### config.mk
export PLATFORM = sky130hd
export DESIGN_NAME = inst_group_unpacker_flat
export DESIGN_NICKNAME = d
export VERILOG_FILES = /design/src/rtl/inst_group_unpacker_pkg.sv /design/src/rtl/inst_group_unpacker_if.sv /design/src/rtl/inst_group_unpacker_issue_slot_picker.sv /design/src/rtl/inst_group_unpacker.sv /design/src/flat_wrapper.sv
export SDC_FILE = /design/constraint.sdc
export NUM_CORES = 1
export LEC_CHECK = 0
export CELL_PAD_IN_SITES_DETAIL_PLACEMENT = 0
export CELL_PAD_IN_SITES_GLOBAL_PLACEMENT = 1
export CORE_ASPECT_RATIO = 1.75
export CORE_MARGIN = 1.5
export CORE_UTILIZATION = 30
export DETAILED_ROUTE_END_ITERATION = 6
export GPL_ROUTABILITY_DRIVEN = 0
export PLACE_DENSITY_LB_ADDON = 0.12
export SYNTH_ARGS = -nofsm -noshare
export SYNTH_HDL_FRONTEND = slang
export SYNTH_SLANG_ARGS = --single-unit
### constraint.sdc
create_clock -name clk -period 5.9 [get_ports clk]
set_input_delay 0.885 -clock clk [delete_from_list [all_inputs] [get_ports clk]]
set_output_delay 0.885 -clock clk [all_outputs]
set_load 0.02 [all_outputs]
### src/rtl/inst_group_unpacker_pkg.sv
// Shared front-end constants and helpers for the instruction-group unpacker
// and the branch-predecode path.
package la32_fe_pkg;

   localparam int GROUP_SLOTS = 4;
   localparam int INST_W      = 32;
   localparam int GRP_PC_W    = 28;

   typedef enum logic {
      ST_EMPTY = 1'b0,
      ST_HOLD  = 1'b1
   } unpack_state_e;

   // Byte PC of one slot inside a 16-byte aligned group.
   function automatic logic [31:0] slot_pc(input logic [GRP_PC_W-1:0] grp_pc,
                                           input logic [1:0]          slot);
      return {grp_pc, slot, 2'b00};
   endfunction

   function automatic logic [2:0] popcount4(input logic [3:0] v);
      return {2'b00, v[0]} + {2'b00, v[1]} + {2'b00, v[2]} + {2'b00, v[3]};
   endfunction

endpackage

### src/rtl/inst_group_unpacker_if.sv
// Buffer-side group handshake and decoder-side issue bundle.
// master drives the payload, slave returns the ready.
interface fe_grp_if;
   import la32_fe_pkg::*;

   logic [GROUP_SLOTS*INST_W-1:0] inst_4W;
   logic [GROUP_SLOTS-1:0]        inst_4W_valid;
   logic [GRP_PC_W-1:0]           inst_4W_pc;
   logic                          pre_valid;
   logic                          out_ready;

   modport master (output inst_4W, inst_4W_valid, inst_4W_pc, pre_valid,
                   input  out_ready);
   modport slave  (input  inst_4W, inst_4W_valid, inst_4W_pc, pre_valid,
                   output out_ready);
endinterface

interface fe_dec_if #(parameter int ISSUE_W = 2);
   logic [32*ISSUE_W-1:0] dec_inst;
   logic [32*ISSUE_W-1:0] dec_pc;
   logic [ISSUE_W-1:0]    dec_lane_valid;
   logic                  out_valid;
   logic                  next_ready;

   modport master (output dec_inst, dec_pc, dec_lane_valid, out_valid,
                   input  next_ready);
   modport slave  (input  dec_inst, dec_pc, dec_lane_valid, out_valid,
                   output next_ready);
endinterface

### src/rtl/inst_group_unpacker_issue_slot_picker.sv
// Picks the first ISSUE_W pending slots of a 4-slot group in program order.
// Lane k gets the k-th lowest set bit of rem. Purely combinational.
module issue_slot_picker
   import la32_fe_pkg::*;
#(
   parameter int ISSUE_W = 2
) (
   input  logic [GROUP_SLOTS-1:0]              rem,
   output logic [ISSUE_W-1:0][GROUP_SLOTS-1:0] lane_onehot,
   output logic [ISSUE_W-1:0][1:0]             lane_idx,
   output logic [GROUP_SLOTS-1:0]              issue_mask
);

   localparam logic [2:0] ISSUE_W3 = 3'(ISSUE_W);

   logic [2:0] below [GROUP_SLOTS];

   // Count of pending slots older than each slot = the lane that slot rides on.
   always_comb begin
      below[0] = 3'd0;
      for (int s = 1; s < GROUP_SLOTS; s++)
         below[s] = below[s-1] + {2'b00, rem[s-1]};
   end

   // Map pending slots onto lanes; slots beyond the issue width wait.
   always_comb begin
      lane_onehot = '0;
      lane_idx    = '0;
      issue_mask  = '0;
      for (int s = 0; s < GROUP_SLOTS; s++) begin
         if (rem[s] && (below[s] < ISSUE_W3))
            issue_mask[s] = 1'b1;
         for (int k = 0; k < ISSUE_W; k++) begin
            if (rem[s] && (below[s] == 3'(k))) begin
               lane_onehot[k][s] = 1'b1;
               lane_idx[k]       = 2'(s);
            end
         end
      end
   end

endmodule

### src/rtl/inst_group_unpacker.sv
// Consumer end of the fetch instruction buffer: takes one 4-slot group per
// handshake and issues its valid slots to decode, ISSUE_W per cycle.
// Optional build macro INST_UNPACK_STAT_EN adds issued-lane and bubble
// counters (stat_issued_cnt, stat_bubble_cnt).
//
// state    | meaning
// ---------+--------------------------------------------------
// ST_EMPTY | rem == 0, nothing held, always ready for a group
// ST_HOLD  | rem != 0, pending slots presented on dec_*
module inst_group_unpacker
   import la32_fe_pkg::*;
#(
   parameter int ISSUE_W = 2
) (
   input  logic     clk,
   input  logic     rst,
   input  logic     flush,
   fe_grp_if.slave  grp,
   fe_dec_if.master dec
`ifdef INST_UNPACK_STAT_EN
   ,
   output logic [31:0] stat_issued_cnt,
   output logic [31:0] stat_bubble_cnt
`endif
);

   localparam logic [2:0] ISSUE_W3 = 3'(ISSUE_W);

   logic [GROUP_SLOTS-1:0]              rem;
   logic [GROUP_SLOTS-1:0]              rem_nxt;
   logic [GROUP_SLOTS-1:0][INST_W-1:0]  hold_data;
   logic [GRP_PC_W-1:0]                 hold_pc;
   unpack_state_e                       state;

   logic [ISSUE_W-1:0][GROUP_SLOTS-1:0] lane_onehot;
   logic [ISSUE_W-1:0][1:0]             lane_idx;
   logic [GROUP_SLOTS-1:0]              issue_mask;
   logic [2:0]                          rem_cnt;
   logic                                fire;
   logic                                load;
   logic                                ready_c;

   logic [ISSUE_W-1:0][INST_W-1:0]      dec_inst_c;
   logic [ISSUE_W-1:0][31:0]            dec_pc_c;
   logic [ISSUE_W-1:0]                  lane_valid_c;

   issue_slot_picker #(.ISSUE_W(ISSUE_W)) u_picker (
      .rem         (rem),
      .lane_onehot (lane_onehot),
      .lane_idx    (lane_idx),
      .issue_mask  (issue_mask)
   );

   assign rem_cnt = popcount4(rem);
   assign state   = (rem == '0) ? ST_EMPTY : ST_HOLD;

   // Pending-slot mask is the only state; reset drops any held group.
   always_ff @(posedge clk) begin
      if (rst)
         rem <= '0;
      else
         rem <= rem_nxt;
   end

   // Group payload captured on accept; contents only matter while rem != 0.
   always_ff @(posedge clk) begin
      if (load) begin
         hold_data <= grp.inst_4W;
         hold_pc   <= grp.inst_4W_pc;
      end
   end

   // Handshake and next pending mask. A new group overwrites the clear of
   // the last issued slots so groups stream without a bubble; flush wins.
   always_comb begin
      ready_c = 1'b0;
      fire    = 1'b0;
      rem_nxt = rem;
      case (state)
         ST_EMPTY: ready_c = !flush;
         ST_HOLD: begin
            fire    = dec.next_ready;
            ready_c = !flush && dec.next_ready && (rem_cnt <= ISSUE_W3);
         end
         default: ready_c = 1'b0;
      endcase
      load = grp.pre_valid && ready_c;
      if (fire)
         rem_nxt = rem & ~issue_mask;
      if (load)
         rem_nxt = grp.inst_4W_valid;
      if (flush)
         rem_nxt = '0;
   end

   // Steer held slots onto decode lanes, oldest on lane 0.
   always_comb begin
      dec_inst_c   = '0;
      dec_pc_c     = '0;
      lane_valid_c = '0;
      for (int k = 0; k < ISSUE_W; k++) begin
         dec_inst_c[k]   = hold_data[lane_idx[k]];
         dec_pc_c[k]     = slot_pc(hold_pc, lane_idx[k]);
         lane_valid_c[k] = |lane_onehot[k];
      end
   end

   assign dec.dec_inst       = dec_inst_c;
   assign dec.dec_pc         = dec_pc_c;
   assign dec.dec_lane_valid = lane_valid_c;
   assign dec.out_valid      = (state == ST_HOLD);
   assign grp.out_ready      = ready_c;

`ifdef INST_UNPACK_STAT_EN
   // Issued-lane and idle-cycle counters; flush leaves them alone.
   always_ff @(posedge clk) begin
      if (rst) begin
         stat_issued_cnt <= '0;
         stat_bubble_cnt <= '0;
      end else begin
         if (fire)
            stat_issued_cnt <= stat_issued_cnt + {29'd0, popcount4(issue_mask)};
         if (state == ST_EMPTY)
            stat_bubble_cnt <= stat_bubble_cnt + 32'd1;
      end
   end
`endif

endmodule
### src/flat_wrapper.sv
// flat-port wrapper written by rule: the top's interface ports become plain ports
module inst_group_unpacker_flat import la32_fe_pkg::*;
#(
   parameter int ISSUE_W = 2
)
  (clk, rst, flush, grp_inst_4W, grp_inst_4W_valid, grp_inst_4W_pc, grp_pre_valid, grp_out_ready, dec_dec_inst, dec_dec_pc, dec_dec_lane_valid, dec_out_valid, dec_next_ready);
  fe_grp_if grp_i ();
  fe_dec_if #(.ISSUE_W(ISSUE_W)) dec_i ();
  input  logic clk;
  input  logic rst;
  input  logic flush;
  input wire logic [$bits(grp_i.inst_4W)-1:0] grp_inst_4W;
  input wire logic [$bits(grp_i.inst_4W_valid)-1:0] grp_inst_4W_valid;
  input wire logic [$bits(grp_i.inst_4W_pc)-1:0] grp_inst_4W_pc;
  input wire logic [$bits(grp_i.pre_valid)-1:0] grp_pre_valid;
  output wire logic [$bits(grp_i.out_ready)-1:0] grp_out_ready;
  output wire logic [$bits(dec_i.dec_inst)-1:0] dec_dec_inst;
  output wire logic [$bits(dec_i.dec_pc)-1:0] dec_dec_pc;
  output wire logic [$bits(dec_i.dec_lane_valid)-1:0] dec_dec_lane_valid;
  output wire logic [$bits(dec_i.out_valid)-1:0] dec_out_valid;
  input wire logic [$bits(dec_i.next_ready)-1:0] dec_next_ready;
  assign grp_i.inst_4W = grp_inst_4W;
  assign grp_i.inst_4W_valid = grp_inst_4W_valid;
  assign grp_i.inst_4W_pc = grp_inst_4W_pc;
  assign grp_i.pre_valid = grp_pre_valid;
  assign grp_out_ready = grp_i.out_ready;
  assign dec_dec_inst = dec_i.dec_inst;
  assign dec_dec_pc = dec_i.dec_pc;
  assign dec_dec_lane_valid = dec_i.dec_lane_valid;
  assign dec_out_valid = dec_i.out_valid;
  assign dec_i.next_ready = dec_next_ready;
  inst_group_unpacker #(.ISSUE_W(ISSUE_W)) u_core (.clk(clk), .rst(rst), .flush(flush), .grp(grp_i), .dec(dec_i));
endmodule
# Word level (Yosys, flattened, before mapping)
# Index checks and enable logic that the tools add are counted.
[word_totals]
ff_bits = 160
in_bits = 165
word_cells = 65
[classes]
n_addsub = 3
n_lt_le_gt_ge = 6
n_eq_ne = 2
muxes = 25
bitwise = 2
n_reduce_logical = 21
[ops]
columns = ["cell", "n"]
rows = [
  ["$bmux 32 s2", 2],
  ["$mux 32", 2],
  ["$mux 1", 14],
  ["$logic_and 1x1->1", 12],
  ["$logic_not 3->1", 3],
  ["$mux 2", 4],
  ["$mux 4", 2],
  ["$add 3x1->3", 2],
  ["$eq 3x1->1 const B", 2],
  ["$lt 2x3->1 const B", 2],
  ["$lt 3x2->1 const B", 2],
  ["$and 4x4->4", 1],
  ["$logic_not 4->1", 1],
  ["$not 4->4", 1],
  ["$reduce_or 4->1", 1],
  ["$le 3x2->1 const B", 1],
  ["$reduce_or 3->1", 1],
  ["$add 1x1->2", 1],
  ["$lt 1x2->1 const B", 1],
  ["$pmux 1 s2", 1],
  ["$reduce_bool 2->1", 1],
  ["$reduce_or 2->1", 1],
  ["$logic_not 1->1", 1],
]

# Logic depth before layout (Yosys ltp)
# Gate-level depths: netlist of run 1.
[logic_depth]
depth_word = 9
mapped_depth = 10
mapped_depth_nobuf = 8

# By module
# Synthesis of run 1 repeated with hierarchy kept, for this count alone.
[unflattened]
hier_cells = 331
hier_area_um2 = 7040.5
[by_module_without_submodules]
columns = ["mod", "n_inst", "cells_per_inst", "area_each_um2"]
rows = [
  ["inst_group_unpacker", 1, 306, 6820.3],
  ["issue_slot_picker", 1, 25, 220.2],
]

# Worst setup path after synthesis of run 1
# OpenSTA, ideal clock, no wires.
[synth_path]
path_kind = "reg2reg"
from = "register u_core.rem[2]"
to = "register u_core.rem[0]"
t_arrival_ns = 5.924
required_time_ns = 5.582
setup_slack_ns = -0.341
stages_incl_launch_ff = 8
period_less_slack_ns = 6.241
path_cell_list = "dfxtp_1 -> fa_1 -> ha_1 -> fa_1 -> nor2b_1 -> a21boi_4 -> nor3b_4 -> mux2i_1"
[synth_between]
elab_chain_cells = 7
[synth_rtl]
columns = ["item", "line_no", "rtl"]
rows = [
  ["start: declaration", "inst_group_unpacker.sv:29", "logic [GROUP_SLOTS-1:0] rem;"],
  ["start signal: assignment", "inst_group_unpacker.sv:62", "rem <= rem_nxt;"],
  ["$add 3x1->3", "--", ""],
  ["$add 3x1->3", "inst_group_unpacker_pkg.sv:21", "return {2'b00, v[0]} + {2'b00, v[1]} + {2'b00, v[2]} + {2'b00, v[3]};"],
  ["$le 3x2->1", "inst_group_unpacker.sv:83", "ready_c = !flush && dec.next_ready && (rem_cnt <= ISSUE_W3);"],
  ["$logic_and 1x1->1", "inst_group_unpacker.sv:83", ""],
  ["$pmux 1 s2 (*)", "inst_group_unpacker.sv:79", "case (state)"],
  ["$logic_and 1x1->1 (*)", "inst_group_unpacker.sv:87", "load = grp.pre_valid && ready_c;"],
  ["via u_core.load", "inst_group_unpacker.sv:40", "logic load;"],
  ["$mux 4 or $reduce_bool 2->1 (tied branches)", "--", ""],
]
# Mark *: on every way through the listed nets, which the timed path passes. The rest lies on a longest branch.
# A chain may end at the register's enable or synchronous reset.

# Worst setup path after layout of run 1
[layout_path]
from = "register u_core.rem[0]"
to = "output dec_dec_inst[3]"
[layout_between]
elab_chain_cells = 7
[layout_rtl]
columns = ["item", "line_no", "rtl"]
rows = [
  ["$add 1x1->2 or $logic_not 3->1 (tied branches)", "inst_group_unpacker_issue_slot_picker.sv:22, inst_group_unpacker_issue_slot_picker.sv:34", ""],
  ["$add 3x1->3, or another cell as far along", "inst_group_unpacker_issue_slot_picker.sv:22", "below[s] = below[s-1] + {2'b00, rem[s-1]};"],
  ["$logic_not 3->1, or another cell as far along", "inst_group_unpacker_issue_slot_picker.sv:34", "if (rem[s] && (below[s] == 3'(k))) begin"],
  ["$logic_and 1x1->1 or $mux 2 (tied branches)", "inst_group_unpacker_issue_slot_picker.sv:34", ""],
  ["$mux 2 (*)", "inst_group_unpacker_issue_slot_picker.sv:34", ""],
  ["$bmux 32 s2 (*)", "inst_group_unpacker.sv:102", "dec_inst_c[k] = hold_data[lane_idx[k]];"],
  ["$mux 32 (implied by the code) (*)", "inst_group_unpacker.sv:102", ""],
  ["end: declaration", "flat_wrapper.sv:17", "output wire logic [$bits(dec_i.dec_inst)-1:0] dec_dec_inst;"],
]
# Every way passes the cells marked *; elsewhere a longest branch is shown, timed or not. The select of a mux whose other input is x is not followed.

==> qor.csv, run 1 <==
metric,value,unit
max-clock-path-buffers,2,
cts-hold-fix-buffers,0,
numPortBuffers,292,
synth-xor-area-share,0,
remaining_drc_errors,0,
numCtsBuffers,17,
slowest_stage,nand3_2,
path_buf_inv,2,
netlist_instances,567,
multi_input_area,2140,um2
num_rows,75,
wl,23.19,mm
io_pins,297,
synth_compound_area_frac,0.1260,
use_met3,0.07011,
crit_top_cell,ha_1,
cts_tree,built,
ant_nets,0,
synth_mux_area_frac,0.04930,
mostFrequentLayoutCell,clkdlybuf4s50_1,
synth.area.top_cells,"edfxtp_1, o21ai_0, mux2i_1, o221a_1, nand2_1",
crit_family,simple AND/OR/NAND/NOR gates,
vias,5514,
rrSetupSlack,2.66,ns
clk_latency,0.44,ns
outcome,completed,
syn_area_per_cell,12.89,um2
endpoint_kind,output port,
skew,0.008038,ns
fmax,187.9,MHz
post-route-min-period,5.321,ns
fillers,2211,
dp_hpwl,15.36,mm
initial_core_util,0.3055,
arrival,4.44,ns
antenna_found_initial,10,
cts_resized,0,
grt_max_degree,161,
grt_first_pass_wirelength,34.57,mm
die_area,25350,um2
synth_top_family_by_area,compound AO/OA/AOI/OAI gates,
drive_gt1_frac,0.08323,
place_area,10290,um2
leakagePower,3.709,nW
core,23930,um2
die_w,121.0,um
min_from,u_core.rem[1],
cts-htree-levels,4,
yosysTopAreaCell,edfxtp_1,
grt_use_met2,0.3409,
grt_use_total,0.1877,
via_per_inst,4.824,
synth-simple-area-share,0.09466,
dr.pass1.iters,4,
r2r_end,u_core.hold_data[51],
holdPathEnd,u_core.rem[1],
power.density,267.4,nW/um2
syn_to_final_growth,49.71,%
post-cts-setup-buffers,0,
busiest_layer,met2,
drv_cap,0,
path_class,flip-flop to output port,
synth.distinct_cells,31,
critPathLaunchType,flip-flop,
required,5.02,ns
setup_viol,0,
synth_adder_area_share,0.01746,
drt_iter0_drc,360,
grt-ovfl-total,0,
crit_fanout,67,
period_share,0.9019,
layout_common_cells,"clkdlybuf4s50_1, edfxtp_1, o21ai_0",
hold_ws,0.5234,ns
r2r_start,u_core.rem[0],
tightestPinTransition,0.9356,ns
wire_per_inst,20.29,um
gr-usage-met1,0.1858,
drv_slew,0,
max-slew-margin-rel,0.3756,
ys_ff_latch,160,
synth_top_area_frac,0.6409,
path_cells,"inv_1, ha_1, ha_1, ha_1, or4b_4, nand3_2, o221a_2, clkdlybuf4s50_1",
fp.dieH,209.5,um
worstRegToRegCells,7,
hold_path.class,flip-flop to flip-flop,
hold_viol_final,0,
syn_area,7310,um2
crit_path_max_incr_delay,0.94,ns
seq_area,4768,um2
root_buffer,clkbuf_16,
seq_area_frac_synth,0.6518,
yosysWarnings,0,
cts_sinks,160,
peakVddDrop,0.1985,mV
hold_depth,2,
clkTransAtPathRegs,0.06,ns
nNetsFinal,991,
final_area,10940,um2
grt_pass1_vias,5980,
rsz0062_at_grt,no,
## how the worst max path moves through the flow
stage / startpoint / to / slack, ns / depth (start not counted)
global route: u_core.rem[0] / dec_dec_inst[3] / 0.28 / 8
global placement: u_core.rem[0] / dec_dec_inst[22] / 1.14 / 8
floorplan: u_core.rem[1] / u_core.rem[0] / -0.29 / 7
finish: u_core.rem[0] / dec_dec_inst[3] / 0.58 / 8
detailed placement: u_core.rem[0] / dec_dec_inst[29] / 0.97 / 8
CTS: u_core.rem[0] / dec_dec_inst[29] / 0.47 / 8
## per-layer routing
metal  vias to the layer above  wire length (um)
li1                       2583                 -
met1                      2641              7945
met2                       237             12680
met3                        47              1736
met4                         6               790
met5                         -                29
## Yosys cell counts
cell type,count
a21boi_4,1
a21o_1,1
and2_1,1
buf_1,3
buf_2,7
buf_4,32
buf_6,5
clkbuf_1,24
conb_1,1
dfxtp_1,4
edfxtp_1,156
fa_1,2
ha_1,7
inv_1,2
mux2i_1,36
nand2_1,75
nand2b_1,3
nand3_1,4
nand3_2,1
nand3b_1,1
nor2_1,35
nor2b_1,1
nor3_1,32
nor3b_4,1
o21ai_0,84
o21ai_2,13
o221a_1,28
o221a_2,4
or3_1,1
or3b_4,1
or4b_4,1
## per-stage QoR
stage	setup TNS [ns]	worst slack, ns	util	instances	total power [mW]
after floorplan	-44.65	-0.2918	-	570	1.523
after global placement	0	1.143	0.4300	1106	1.736
after detailed placement	0	0.9743	0.4300	1106	1.741
after CTS	0	0.4702	0.4567	1137	2.963
after global routing	0	0.2795	0.4571	1141	3.033
final	0	0.5789	0.4573	1143	2.926
## cell families after synthesis
family | count (synthesis)
AND/OR/NAND/NOR | 157
multiplexers | 36
other | 1
adder cells (fa/ha/maj) | 9
AO/OA/AOI/OAI | 131
buffers and inverters | 73
flip-flops | 160
## registers in the layout (all words and copies together) (netlist names)
| name | count |
|---|---|
| u_core.hold_data | 128 |
| u_core.hold_pc | 28 |
| u_core.rem | 4 |
## worst register-to-register path: cells and delay by family (launching register included)
kind | cells | cell delay (ns)
buffers and inverters | 2 | 1.23
adder cells (fa/ha/maj) | 2 | 0.74
flip-flops | 1 | 0.38
AND/OR/NAND/NOR | 2 | 0.34
AO/OA/AOI/OAI | 1 | 0.08
## cell type report
cell class              count  area share
clock buffers              17     0.03887
repair buffers            299      0.2730
clock inverters            14     0.01955
diodes                      6    0.001372
inverters                   2   0.0006860
well taps                 308     0.03522
flip-flops and latches    160      0.4357
multi-input cells         337      0.1955
## power by group
part | switching [mW] | internal, mW | leakage, nW
clock network | 0.463 | 0.749 | 0.309
logic | 0.166 | 0.210 | 1.91
registers | 0.0273 | 1.31 | 1.49
total | 0.657 | 2.27 | 3.71
(Power assumes the default switching activity.)
==> inputs of run 2 (changes only) <==
ABC_AREA = 0   (was not set)
clock period = 4.7 ns   (was 5.9 ns; I/O delays follow)
==> run 2 against run 1 <==
Via count up 0.25%. Wire length down 1.9%. Core utilization up 0.094 points. Global-route usage down 0.47 points. Cell count up 0.44%. Non-clock buffer count up 7. Critical path depth up 1. Clock power up 9%. Critical endpoint is now dec_dec_inst[21].
==> qor.csv, run 2 (same netlist as run 1, synthesis figures left out) <==
metric,value,unit
setup_viol,0,
ant_nets,0,
top_layer_used,met5,
vias,5528,
die_area,25350,um2
core,23930,um2
crit_top_cell,ha_1,
drv_slew,0,
drv_cap,0,
wl_met2,12.26,mm
multi_input_area,2140,um2
drt_iter0_drc,282,
arrival,3.65,ns
rrSetupSlack,1.37,ns
antenna_found_initial,6,
numCtsBuffers,17,
grt_max_degree,67,
fin_util,0.4582,
endpoint_kind,output port,
power.density,317.4,nW/um2
path_cells,"inv_1, ha_1, ha_1, ha_1, or4b_4, buf_4, o21ai_0, o221a_1, clkdlybuf4s50_1",
fillers,2192,
period_share,0.9275,
nNetsFinal,998,
worstRegToRegCells,7,
post-cts-setup-buffers,0,
wl,22.74,mm
hold_viol_final,0,
cts_sinks,160,
critPathLaunchType,flip-flop,
initial_core_util,0.3055,
largestRegisters,"u_core.hold_data: 128 flops, u_core.hold_pc: 28 flops, u_core.rem: 4 flops",
drive_gt1_frac,0.08743,
max-clock-path-buffers,2,
crit_path_max_incr_delay,0.63,ns
grt_first_pass_wirelength,33.93,mm
r2r_start,u_core.rem[0],
finalSetupTns,0,ns
crit_fanout,66,
cp-endpoint,dec_dec_inst[21],
via_per_inst,4.815,
max_flop_register,u_core.hold_data,
syn_to_final_growth,50.02,%
max-slew-margin-rel,0.2865,
dp_hpwl,15.53,mm
layout_common_cells,"clkdlybuf4s50_1, edfxtp_1, o21ai_0",
wl_met3,1.560,mm
mostFrequentLayoutCell,clkdlybuf4s50_1,
crit_path_start,u_core.rem[0],
clk_latency,0.43,ns
dr.pass1.iters,5,
grt_pass1_vias,5968,
hold_path.class,flip-flop to flip-flop,
grt_use_total,0.1829,
required,3.99,ns
skew,0.005603,ns
num_rows,75,
rsz0062_at_grt,no,
post-route-min-period,4.359,ns
leakagePower,3.710,nW
io_pins,297,
path_class,flip-flop to output port,
tightestPinTransition,1.067,ns
slowest_stage,clkdlybuf4s50_1,
die_w,121.0,um
seq_area,4768,um2
cts-htree-levels,4,
m1WireLength,8.069,mm
largest_reg_flops,128,
fp.dieH,209.5,um
cts-hold-fix-buffers,0,
remaining_drc_errors,0,
wire_per_inst,19.81,um
r2r_end,u_core.hold_data[12],
outcome,completed,
peakVddDrop,0.2407,mV
cts_tree,built,
clkTransAtPathRegs,0.06,ns
numPortBuffers,292,
cts_resized,0,
grt-ovfl-total,0,
root_buffer,clkbuf_16,
fmax,229.4,MHz
==> run 2: stage by stage <==
step           instances  cell area, um2  hold slack [ns]  worst slack (ns)  power [mW]
3_5_place_dp        1113           10400           0.5147            0.7783       2.195
5_1_grt             1147           10960           0.5443            0.1113       3.615
2_1_floorplan        570            7330           0.4792            -1.492       1.911
6_report            1148           10970           0.5295            0.3409       3.480
4_1_cts             1143           10950           0.5320            0.2807       3.530
3_3_place_gp        1113           10400           0.5017            0.8396       2.186
==> run 2: how the worst min path moves through the flow <==
stage | startpoint | end | slack [ns] | cells after the start
after global placement | u_core.rem[0] | u_core.rem[0] | 0.50 | 2
final | u_core.rem[1] | u_core.rem[1] | 0.53 | 2
after floorplan | u_core.rem[0] | u_core.rem[0] | 0.48 | 2
after global routing | u_core.rem[1] | u_core.rem[1] | 0.54 | 2
after CTS | u_core.rem[0] | u_core.rem[0] | 0.53 | 2
after detailed placement | u_core.rem[0] | u_core.rem[0] | 0.51 | 2
==> run 2: routing by layer <==
metal  track usage  vias to the layer above
met5             0                        -
met1        0.1880                     2660
met2        0.3286                      218
met4       0.09249                        4
li1              -                     2603
met3       0.05842                       43
==> run 2: critical path, delay by kind of cell, from the launching register on <==
family / cells / cell delay, ns
DFF: 1 / 0.39
and+or+nand+nor: 1 / 0.54
buffers and inverters: 3 / 1.11
adders and majority gates: 3 / 0.76
AOI/OAI and AO/OA: 2 / 0.38
==> run 2: final cells by class <==
cell class	instances	area share
tap	308	0.03514
clock inverter	12	0.01095
antenna	5	0.001141
multi-input combinational	337	0.1951
timing repair buffer	306	0.2830
inverter	2	0.0006846
sequential	160	0.4348
clock buffer	18	0.03914
==> run 2: power breakdown <==
| group | internal (mW) | switching, mW | leakage [nW] |
|---|---|---|---|
| Clock | 0.768 | 0.552 | 0.257 |
| Sequential | 1.64 | 0.0322 | 1.49 |
| Combinational | 0.272 | 0.213 | 1.96 |
| Total | 2.68 | 0.796 | 3.71 |
==> inputs of run 3 (changes only) <==
CAP_MARGIN = 20   (was not set)
CORE_UTILIZATION = 34   (was 30)
clock period = 4.4 ns   (was 4.7 ns; I/O delays follow)
==> run 3 against run 2 <==
Setup slack worse by 0.14 ns. Sequential share of layout area is 0.30 points higher. Power grew 5.7%. First-iteration DRC count is 30% lower. Highest routed layer is now met4.
==> qor.csv, run 3 (same netlist as run 1, synthesis figures left out) <==
metric,value,unit
outcome,completed,
root_buffer,clkbuf_16,
rrSetupSlack,1.03,ns
holdPathEnd,u_core.rem[0],
power.density,337.7,nW/um2
fin_util,0.5180,
slowest_stage,clkdlybuf4s50_1,
clk_latency,0.43,ns
num_rows,70,
grt_max_degree,67,
drt_iter0_drc,196,
drv_cap,0,
pwr-share-seq,0.487,
hold_ws,0.5262,ns
largestRegisters,"u_core.hold_data: 128 flops, u_core.hold_pc: 28 flops, u_core.rem: 4 flops",
syn_to_final_growth,48.97,%
endpoint_kind,output port,
wl,21.96,mm
remaining_drc_errors,0,
instances_no_fill,1095,
dp_hpwl,15.57,mm
switching_power,0.8145,mW
io_pins,297,
numPortBuffers,292,
pwr-share-clk,0.372,
r2r_start,u_core.rem[1],
r2r_end,u_core.hold_data[82],
required,3.74,ns
max-slew-margin-rel,0.4052,
cts_sinks,160,
largest_reg_flops,128,
vias,5528,
layout_common_cells,"clkdlybuf4s50_1, edfxtp_1, o21ai_0",
skew,0.005911,ns
period_share,0.9552,
post-cts-setup-buffers,0,
place_area,10340,um2
tightestPinTransition,0.8913,ns
rsz0062_at_grt,no,
hold_path.class,flip-flop to flip-flop,
grt_pass1_vias,6031,
dr.pass1.iters,5,
grt_use_total,0.1963,
leakagePower,3.730,nW
min_from,u_core.rem[0],
peakVddDrop,0.2703,mV
fmax,237.9,MHz
hold_viol_final,0,
arrival,3.54,ns
hold_depth,2,
grt-ovfl-total,0,
critPathLaunchType,flip-flop,
ant_nets,0,
dpl_worst_slack,0.5750,ns
path_class,flip-flop to output port,
initial_core_util,0.3477,
die_area,22420,um2
placed_cells,1063,
crit_top_cell,ha_1,
worstRegToRegCells,7,
crit_fanout,11,
drv_slew,0,
clkTransAtPathRegs,0.06,ns
core,21020,um2
die_w,113.8,um
power.internal,2.863,mW
crit_path_max_incr_delay,0.65,ns
swShare,0.2215,
cts-htree-levels,4,
antenna_found_initial,4,
comb_power_share,0.141,
power,3.678,mW
fin_ws,0.1973,ns
post-route-min-period,4.203,ns
max-clock-path-buffers,2,
path_cells,"inv_1, ha_1, ha_1, ha_1, or4b_4, nand3_2, buf_4, o221a_1, clkdlybuf4s50_1",
drive_gt1_frac,0.09058,
max_flop_register,u_core.hold_data,
final_area,10890,um2
mostFrequentLayoutCell,clkdlybuf4s50_1,
finalSetupTns,0,ns
numCtsBuffers,17,
setup_viol,0,
grt_first_pass_wirelength,32.62,mm
fp.dieH,197.0,um
nNetsFinal,1004,
wire_per_inst,20.06,um
via_per_inst,5.048,
cts_tree,built,
## run 3: cell count changes in the layout (fill, tap and decap cells not counted), sizes merged
cell,previous run,this run
clkbuf,18,20
diode,5,4
clkinvlp,4,1
buf,14,20
inv,3,2
## run 3: final cells by class
type | count | area (um2)
antenna | 4 | 10.01
multi-input combinational | 337 | 2140
clock buffer | 20 | 436.7
timing repair buffer | 312 | 3118
inverter | 2 | 7.507
sequential | 160 | 4768
clock inverter | 8 | 93.84
tap | 252 | 315.3
fill | 1840 | 10130
## run 3: repair_timing
action	CTS	global route
setup endpoints to repair	0	18
hold buffers	0	0
endpoints found under the hold margin	0	0
resized for setup	0	2
## run 3: how the worst max path moves through the flow
stage               depth (start not counted)  slack (ns)     startpoint          endpoint
floorplan                                   7       -1.79  u_core.rem[1]     u_core.rem[0]
finish                                      9        0.20  u_core.rem[0]  dec_dec_inst[12]
detailed placement                          9        0.58  u_core.rem[0]  dec_dec_inst[12]
CTS                                         9        0.07  u_core.rem[0]  dec_dec_inst[15]
global placement                            9        0.60  u_core.rem[0]  dec_dec_inst[22]
global route                                9       0.008  u_core.rem[0]  dec_dec_inst[22]
## run 3: critical path, delay by kind of cell, from the launching register on
kind / cells / cell delay (ns)
buffers and inverters: 3 / 1.00
adder cells (fa/ha/maj): 3 / 0.75
flip-flops: 1 / 0.38
AO/OA/AOI/OAI: 1 / 0.21
AND/OR/NAND/NOR: 2 / 0.78
## run 3: layer usage
layer,routed length [um],vias up,GRT usage
met5,0,-,0
met4,515,0,0.08565
met3,1389,28,0.05412
met2,12000,229,0.3643
met1,8064,2671,0.2030
li1,-,2600,-
## run 3: power by group through the flow
stage / sequential (mW) / clock [mW] / combinational (mW)
floorplan: 1.84 / 0 / 0.206
global placement: 1.82 / 0 / 0.515
detailed placement: 1.82 / 0 / 0.520
CTS: 1.79 / 1.41 / 0.523
global route: 1.80 / 1.46 / 0.550
finish: 1.79 / 1.37 / 0.517
